[src/rtl/uart_tx_bit_sequencer.sv]
// UART transmit frame sequencer.
// Walks one frame (start, data, optional parity, stop bits) one bit per baud_tick and
// publishes the current phase and bit index to the TX shift/mux logic. Completion is
// flagged by a one-cycle done pulse; an in-flight frame can be cancelled with abort.
module uart_tx_bit_sequencer #(
  parameter int unsigned DATA_BITS = 8,
  parameter int unsigned PARITY_EN = 0,
  parameter int unsigned STOP_BITS = 1
) (
  input  logic       clk,
  input  logic       rst_n,
  input  logic       baud_tick,
  input  logic       start,
  input  logic       abort,
  output logic       busy,
  output logic [2:0] phase,
  output logic [3:0] bit_idx,
  output logic       bit_tick,
  output logic       done,
  output logic       aborted
);

  // Phase encoding seen by the TX mux; 5..7 are never produced.
  localparam logic [2:0] StIdle   = 3'd0;
  localparam logic [2:0] StStart  = 3'd1;
  localparam logic [2:0] StData   = 3'd2;
  localparam logic [2:0] StParity = 3'd3;
  localparam logic [2:0] StStop   = 3'd4;

  localparam int unsigned FrameBits = 1 + DATA_BITS + PARITY_EN + STOP_BITS;

  // Illegal configurations must not elaborate.
  if (DATA_BITS < 5 || DATA_BITS > 9) begin : gen_bad_data_bits
    $fatal(1, "uart_tx_bit_sequencer: DATA_BITS must be 5..9");
  end
  if (PARITY_EN > 1) begin : gen_bad_parity_en
    $fatal(1, "uart_tx_bit_sequencer: PARITY_EN must be 0 or 1");
  end
  if (STOP_BITS < 1 || STOP_BITS > 2) begin : gen_bad_stop_bits
    $fatal(1, "uart_tx_bit_sequencer: STOP_BITS must be 1..2");
  end
  if (FrameBits < 7 || FrameBits > 13) begin : gen_bad_frame_bits
    $fatal(1, "uart_tx_bit_sequencer: frame length must be 7..13 bits");
  end

  localparam logic [3:0] LastData = 4'(DATA_BITS - 1);
  localparam logic [3:0] LastStop = 4'(STOP_BITS - 1);

  logic [2:0] phase_q, phase_d;
  logic [3:0] idx_q, idx_d;
  logic       busy_q, busy_d;
  logic       bit_tick_q, bit_tick_d;
  logic       done_q, done_d;
  logic       aborted_q, aborted_d;

  // Next-state: accept start in idle, cancel on abort, otherwise advance one bit per tick.
  always_comb begin
    phase_d    = phase_q;
    idx_d      = idx_q;
    busy_d     = busy_q;
    bit_tick_d = 1'b0;
    done_d     = 1'b0;
    aborted_d  = 1'b0;

    if (!busy_q) begin
      // A tick in the accepting cycle is not consumed; the start bit begins next cycle.
      if (start && !abort) begin
        phase_d = StStart;
        idx_d   = 4'd0;
        busy_d  = 1'b1;
      end
    end else if (abort) begin
      // Abort outranks a coincident tick, so no bit_tick/done accompanies it.
      phase_d   = StIdle;
      idx_d     = 4'd0;
      busy_d    = 1'b0;
      aborted_d = 1'b1;
    end else if (baud_tick) begin
      bit_tick_d = 1'b1;
      case (phase_q)
        StStart: begin
          phase_d = StData;
          idx_d   = 4'd0;
        end
        StData: begin
          if (idx_q != LastData) begin
            idx_d = idx_q + 4'd1;
          end else if (PARITY_EN != 0) begin
            phase_d = StParity;
            idx_d   = 4'd0;
          end else begin
            phase_d = StStop;
            idx_d   = 4'd0;
          end
        end
        StParity: begin
          phase_d = StStop;
          idx_d   = 4'd0;
        end
        StStop: begin
          if (idx_q != LastStop) begin
            idx_d = idx_q + 4'd1;
          end else begin
            phase_d = StIdle;
            idx_d   = 4'd0;
            busy_d  = 1'b0;
            done_d  = 1'b1;
          end
        end
        default: begin
          // Unreachable encodings recover to idle without a done pulse.
          phase_d = StIdle;
          idx_d   = 4'd0;
          busy_d  = 1'b0;
        end
      endcase
    end
  end

  // State and registered outputs; reset clears everything without producing pulses.
  always_ff @(posedge clk or negedge rst_n) begin
    if (!rst_n) begin
      phase_q    <= StIdle;
      idx_q      <= 4'd0;
      busy_q     <= 1'b0;
      bit_tick_q <= 1'b0;
      done_q     <= 1'b0;
      aborted_q  <= 1'b0;
    end else begin
      phase_q    <= phase_d;
      idx_q      <= idx_d;
      busy_q     <= busy_d;
      bit_tick_q <= bit_tick_d;
      done_q     <= done_d;
      aborted_q  <= aborted_d;
    end
  end

  assign phase    = phase_q;
  assign bit_idx  = idx_q;
  assign busy     = busy_q;
  assign bit_tick = bit_tick_q;
  assign done     = done_q;
  assign aborted  = aborted_q;

endmodule
[config.mk]
export PLATFORM = sky130hd
export DESIGN_NAME = uart_tx_bit_sequencer
export DESIGN_NICKNAME = d
export VERILOG_FILES = /design/src/rtl/uart_tx_bit_sequencer.sv
export SDC_FILE = /design/constraint.sdc
export NUM_CORES = 1
export LEC_CHECK = 0
export ABC_AREA = 1
export BUFFER_PORTS_ARGS = -buffer_cell sky130_fd_sc_hd__buf_2
export CAP_MARGIN = 20
export CORE_MARGIN = 8
export CORE_UTILIZATION = 45
export CTS_BUF_LIST = sky130_fd_sc_hd__clkbuf_8
export CTS_CLUSTER_SIZE = 30
export DETAILED_ROUTE_END_ITERATION = 7
export GPL_TIMING_DRIVEN = 0
export PLACE_DENSITY = 0.74
export SYNTH_ARGS = -nofsm -noshare
export SYNTH_HDL_FRONTEND = slang
export SYNTH_SLANG_ARGS = --single-unit
[constraint.sdc]
create_clock -name clk -period 3.2 [get_ports clk]
set_input_delay 0.16 -clock clk [delete_from_list [all_inputs] [get_ports clk]]
set_output_delay 0.16 -clock clk [all_outputs]
set_load 0.01 [all_outputs]
=== Word level (Yosys, flattened, before mapping) ===
Index checks and enable logic that the tools add are counted.
Widths: inputs -> output; s select.

* Register bits after elaboration: 11
* Input bits: 5
* Output and inout port bits: 11
* Logic and storage cells: 52

* Add/subtract/negate cells: 1
* Equal/unequal tests: 8
* Mux-type cells: 30
* Reduce and logical (&&, ||, !) cells: 7

{| class="wikitable"
|+ Operators with widths
! kind !! number
|-
| $mux 4 || 6
|-
| $mux 3 || 6
|-
| $mux 1 || 15
|-
| $pmux 3 s4 || 1
|-
| $ne 4x4->1 const B || 2
|-
| $pmux 4 s2 || 1
|-
| $eq 3x2->1 const B || 2
|-
| $add 4x1->4 const B || 1
|-
| $ne 4x3->1 const B || 1
|-
| $reduce_and 4->1 || 1
|-
| $reduce_bool 4->1 || 1
|-
| $eq 3x1->1 const B || 1
|-
| $eq 3x3->1 const B || 1
|-
| $ne 3x3->1 const B || 1
|-
| $reduce_or 3->1 || 1
|-
| $pmux 1 s2 || 1
|-
| $reduce_and 2->1 || 1
|-
| $reduce_bool 2->1 || 1
|-
| $logic_and 1x1->1 || 1
|-
| $logic_not 1->1 || 1
|}

=== Depth between registers and ports, before layout ===
* Word-level depth: 6
* Mapped depth: 10
* Gate-level depth less buffers: 10

=== Least setup slack after synthesis ===
Ideal clock, no wire load.

* Path type: register to register
* Start: reg idx_q[0], in the netlist bit_idx[0]
* End: reg idx_q[3], in the netlist bit_idx[3]
* Setup time: 0.069 ns
* Arrival time: 1.170 ns
* Data required time: 3.131 ns
* Setup slack: 1.961 ns
* Stages on the path, launching flop included: 11
* Buffers on the path: 0
* Period minus slack after synthesis: 1.239 ns
* Cell sequence: dfrtp_1 > ha_1 > nand2_1 > clkinv_1 > nand2_1 > nand2_2 > nand2_4 > nand2_4 > nand2_4 > inv_1 > nor2_2

* Cells in the longest elaborated chain, start to end: 6
* Elaborated cells on any way between the ends: 9
* Classes of those cells: add/sub (1); eq/ne (1); mux (6); reduce/logical (1)

{| class="wikitable"
|+ RTL lines
! item !! line !! text
|-
| start: declaration || 50 || <nowiki>logic [3:0] idx_q, idx_d;</nowiki>
|-
| start signal: assignment || 131 || <nowiki>idx_q <= idx_d;</nowiki>
|-
| $add 4x1->4 (tied with other cells) || 87, 102 ||
|-
| $mux 4, on equally long branches || 101, 86 ||
|-
| $pmux 4 s2 (*) || 80 || <nowiki>case (phase_q)</nowiki>
|-
| $mux 4 (*) || 78 || <nowiki>end else if (baud_tick) begin</nowiki>
|-
| $mux 4 (*) || 72 || <nowiki>end else if (abort) begin</nowiki>
|-
| $mux 4 (*) || 65 || <nowiki>if (!busy_q) begin</nowiki>
|}

Every way passes the cells marked *; elsewhere a longest branch is shown, timed or not. The select of a mux whose other input is x is not followed.
A chain may end at the register's enable or synchronous reset.

=== Worst setup path after layout ===
* Start: reg idx_q[0], in the netlist bit_idx[0]
* End: reg phase_q[1], in the netlist phase[1]

* Cells in the longest elaborated chain, start to end: 3
* Elaborated cells on any way between the ends: 5
* Classes of those cells: eq/ne (3); reduce/logical (2)

{| class="wikitable"
|+ RTL lines
! item !! line !! text
|-
| $ne 4x3->1 or $reduce_bool 4->1 (tied branches) || 86, 101 ||
|-
| $ne 4x4->1 (no line) || n/a ||
|-
| $reduce_and 4->1 (no line) (*) || n/a ||
|-
| end signal: assignment || 123 || <nowiki>phase_q <= StIdle;</nowiki>
|-
| end signal: assignment || 130 || <nowiki>phase_q <= phase_d;</nowiki>
|-
| end: declaration || 49 || <nowiki>logic [2:0] phase_q, phase_d;</nowiki>
|}

Every way passes the cells marked *; elsewhere a longest branch is shown, timed or not.

==> metrics.txt <==
status completed; drt initial violations 19; H-tree Lvls 1; Worst Tran Pin Value 0.318 ns; met3 Usage GRT 3.58%; YS warnings 0; Final min period 1.32 ns; FF+latch count, synth 11; startpoint types flip-flop; Leak Pwr 0.454 nW; CP arrival 1.45 ns; ANT nets after route 0; critical path fanouts, max 3; core area 1330 um^2; first-pass GRT wire length 2440 um; GR Util met1 13.1%; dpl cell area 746 um^2; CTS Buf Count 3; CTS tree built; HPWL after detailed placement 1120 um; Hold Crit Class in -> reg; Vias/cell 5.00; Synth cell types 21; drt pass-1 iters 4; RSZ-0062 raised after global routing false; Rel. slew slack 78.6%; Final Instance Area 801 um^2; Crit path required time 3.33 ns; area grow syn2layout 22.8%; largest net degree at the start of global routing 12; mapped cell area 652 um^2; GRT overflow 0; RePlAce Congestion 0.783; PortBufs 15; FMAX 757 MHz; die footprint 2920 um^2; Die W 54.1 um; Max clock buf depth 2; mean post-synth cell area 7.85 um^2; fin nets 111; Power Total 0.494 mW; Sink Count 11; worst skew pair latency 0.24 ns; Final Hold Viols 0; Chip Height 54.1 um; CP Class reg -> reg; I/O pin count 16; VDD IR-drop max 0.431 mV; syn nets 90; Syn Inst Count 83; DR WL/cell 12.5 um; global routing's busiest layer met2; residual DRC count 0; # Post-CTS Setup Buffers 0; layout cell share with drive strength beyond 1 33.0%; Row Count 13; max_cap viols 0; P per Cell Area 617 nW/um^2; Root Buffer clkbuf_8; total negative slack 0 ns; final setup violation count 0; Reg clk slew, reported paths 0.05 ns; ant diodes 0; Worst R2R Setup Slack 1.88 ns; Slew Limit Fails 0; Starting Density 48.9%; GRT Resource Usage Total 11.8%; initial antenna violation count 0; Crit. End Element flip-flop; Seq/Total Area, Yosys 42.2%; global-route met2 utilization 19.3%; vias in the first global route 577; via count 590; fin crit share 41.3%; DRT Wirelength 1480 um; final setup skew 0.00375 ns
[layout by cell type (no fill, tap or decap), types with 2 or more instances in the layout]
cell and count:
inv_2 4, nor2_4 2, buf_2 15, ha_1 2
nor4_1 2, nand4_1 2, o21ai_0 2, inv_1 11
nand2_4 3, clkbuf_8 3, nand2_2 4, dfrtp_1 11
nand2_1 23, nand3_1 6, nor2_1 3, o21ai_1 2
[cells in the mapped netlist]
library cell | number | share of area [%]
a21oi_1 | 1 | 0.77
a41oi_1 | 1 | 1.3
clkinv_1 | 1 | 0.58
dfrtp_1 | 11 | 42
ha_1 | 2 | 3.8
inv_1 | 10 | 5.8
inv_2 | 4 | 2.3
inv_4 | 1 | 0.96
nand2_1 | 23 | 13
nand2_2 | 4 | 3.8
nand2_4 | 3 | 5.2
nand3_1 | 6 | 4.6
nand4_1 | 2 | 1.9
nor2_1 | 3 | 1.7
nor2_2 | 1 | 0.96
nor2_4 | 2 | 3.5
nor3_1 | 1 | 0.77
nor3_2 | 1 | 1.5
nor4_1 | 2 | 1.9
o21ai_0 | 2 | 1.5
o21ai_1 | 2 | 1.5
[final cells by class]
class / count / area [um^2]
Clock buffer: 3 / 41.3
Tap cell: 15 / 18.8
Inverter: 16 / 62.6
Sequential cell: 11 / 275
Clock inverter: 1 / 3.75
Multi-Input combinational cell: 56 / 314
Timing Repair Buffer: 16 / 85.1
Fill cell: 125 / 533
[final timing paths]
kind,start,endpoint,cells after the start
max,bit_idx[0],phase[1],9
min,baud_tick,busy,2
max reg2reg,bit_idx[0],phase[1],9
min reg2reg,phase[2],phase[2],2
max in group asynchronous,rst_n,aborted,2
min in group asynchronous,rst_n,phase[2],2
[critical path: stages, from the launching register on]
cell and delay [ns]:
dfrtp_1 0.41, ha_1 0.22, nand2_1 0.07, clkinv_1 0.09, nand2_1 0.09, nand2_2 0.07
nand2_4 0.08, nand2_4 0.06, nand3_1 0.08, nand2_1 0.05
[flip-flops by register name, summed over array words and instances (netlist names)]
| register | flops |
|---|---|
| bit_idx | 4 |
| phase | 3 |
| aborted | 1 |
| bit_tick | 1 |
| busy | 1 |
| done | 1 |
[logic make-up (layout without fill, tap and decap cells)]
group / count (synthesis) / count (layout) / share of synthesized area (%)
compound gates: 6 / 6 / 5.18
buf+inv: 16 / 36 / 9.60
simple gates: 48 / 48 / 39.2
flops: 11 / 11 / 42.2
fa+ha+maj: 2 / 2 / 3.84
[power breakdown]
group | switching (mW) | internal, mW
registers | 0.0306 | 0.160
clock network | 0.0515 | 0.0841
logic | 0.111 | 0.0561
total | 0.193 | 0.300
[per-stage QoR]
step                      hold slack (ns)  utilization [%]  setup WS [ns]  std cells
after floorplan                    -0.136                -           1.96         83
after global placement             0.0398             55.9           1.92        113
after detailed placement           0.0445             55.9           1.90        113
after CTS                           0.174             60.0           1.88        118
after global routing                0.203             60.0           1.75        118
final                               0.181             60.0           1.88        118
[what timing repair did]
item                                   in CTS  in global routing
hold buffers                                1                  0
resized for setup                           0                  0
endpoints found under the hold margin      11                  0
[per-layer routing]
layer | share of wire [%] | up-vias
met5 | 0 | -
met4 | 2.6 | 0
met3 | 6.0 | 6
met2 | 48 | 14
met1 | 43 | 267
li1 | - | 303
Power figures use the tool's default switching activity.
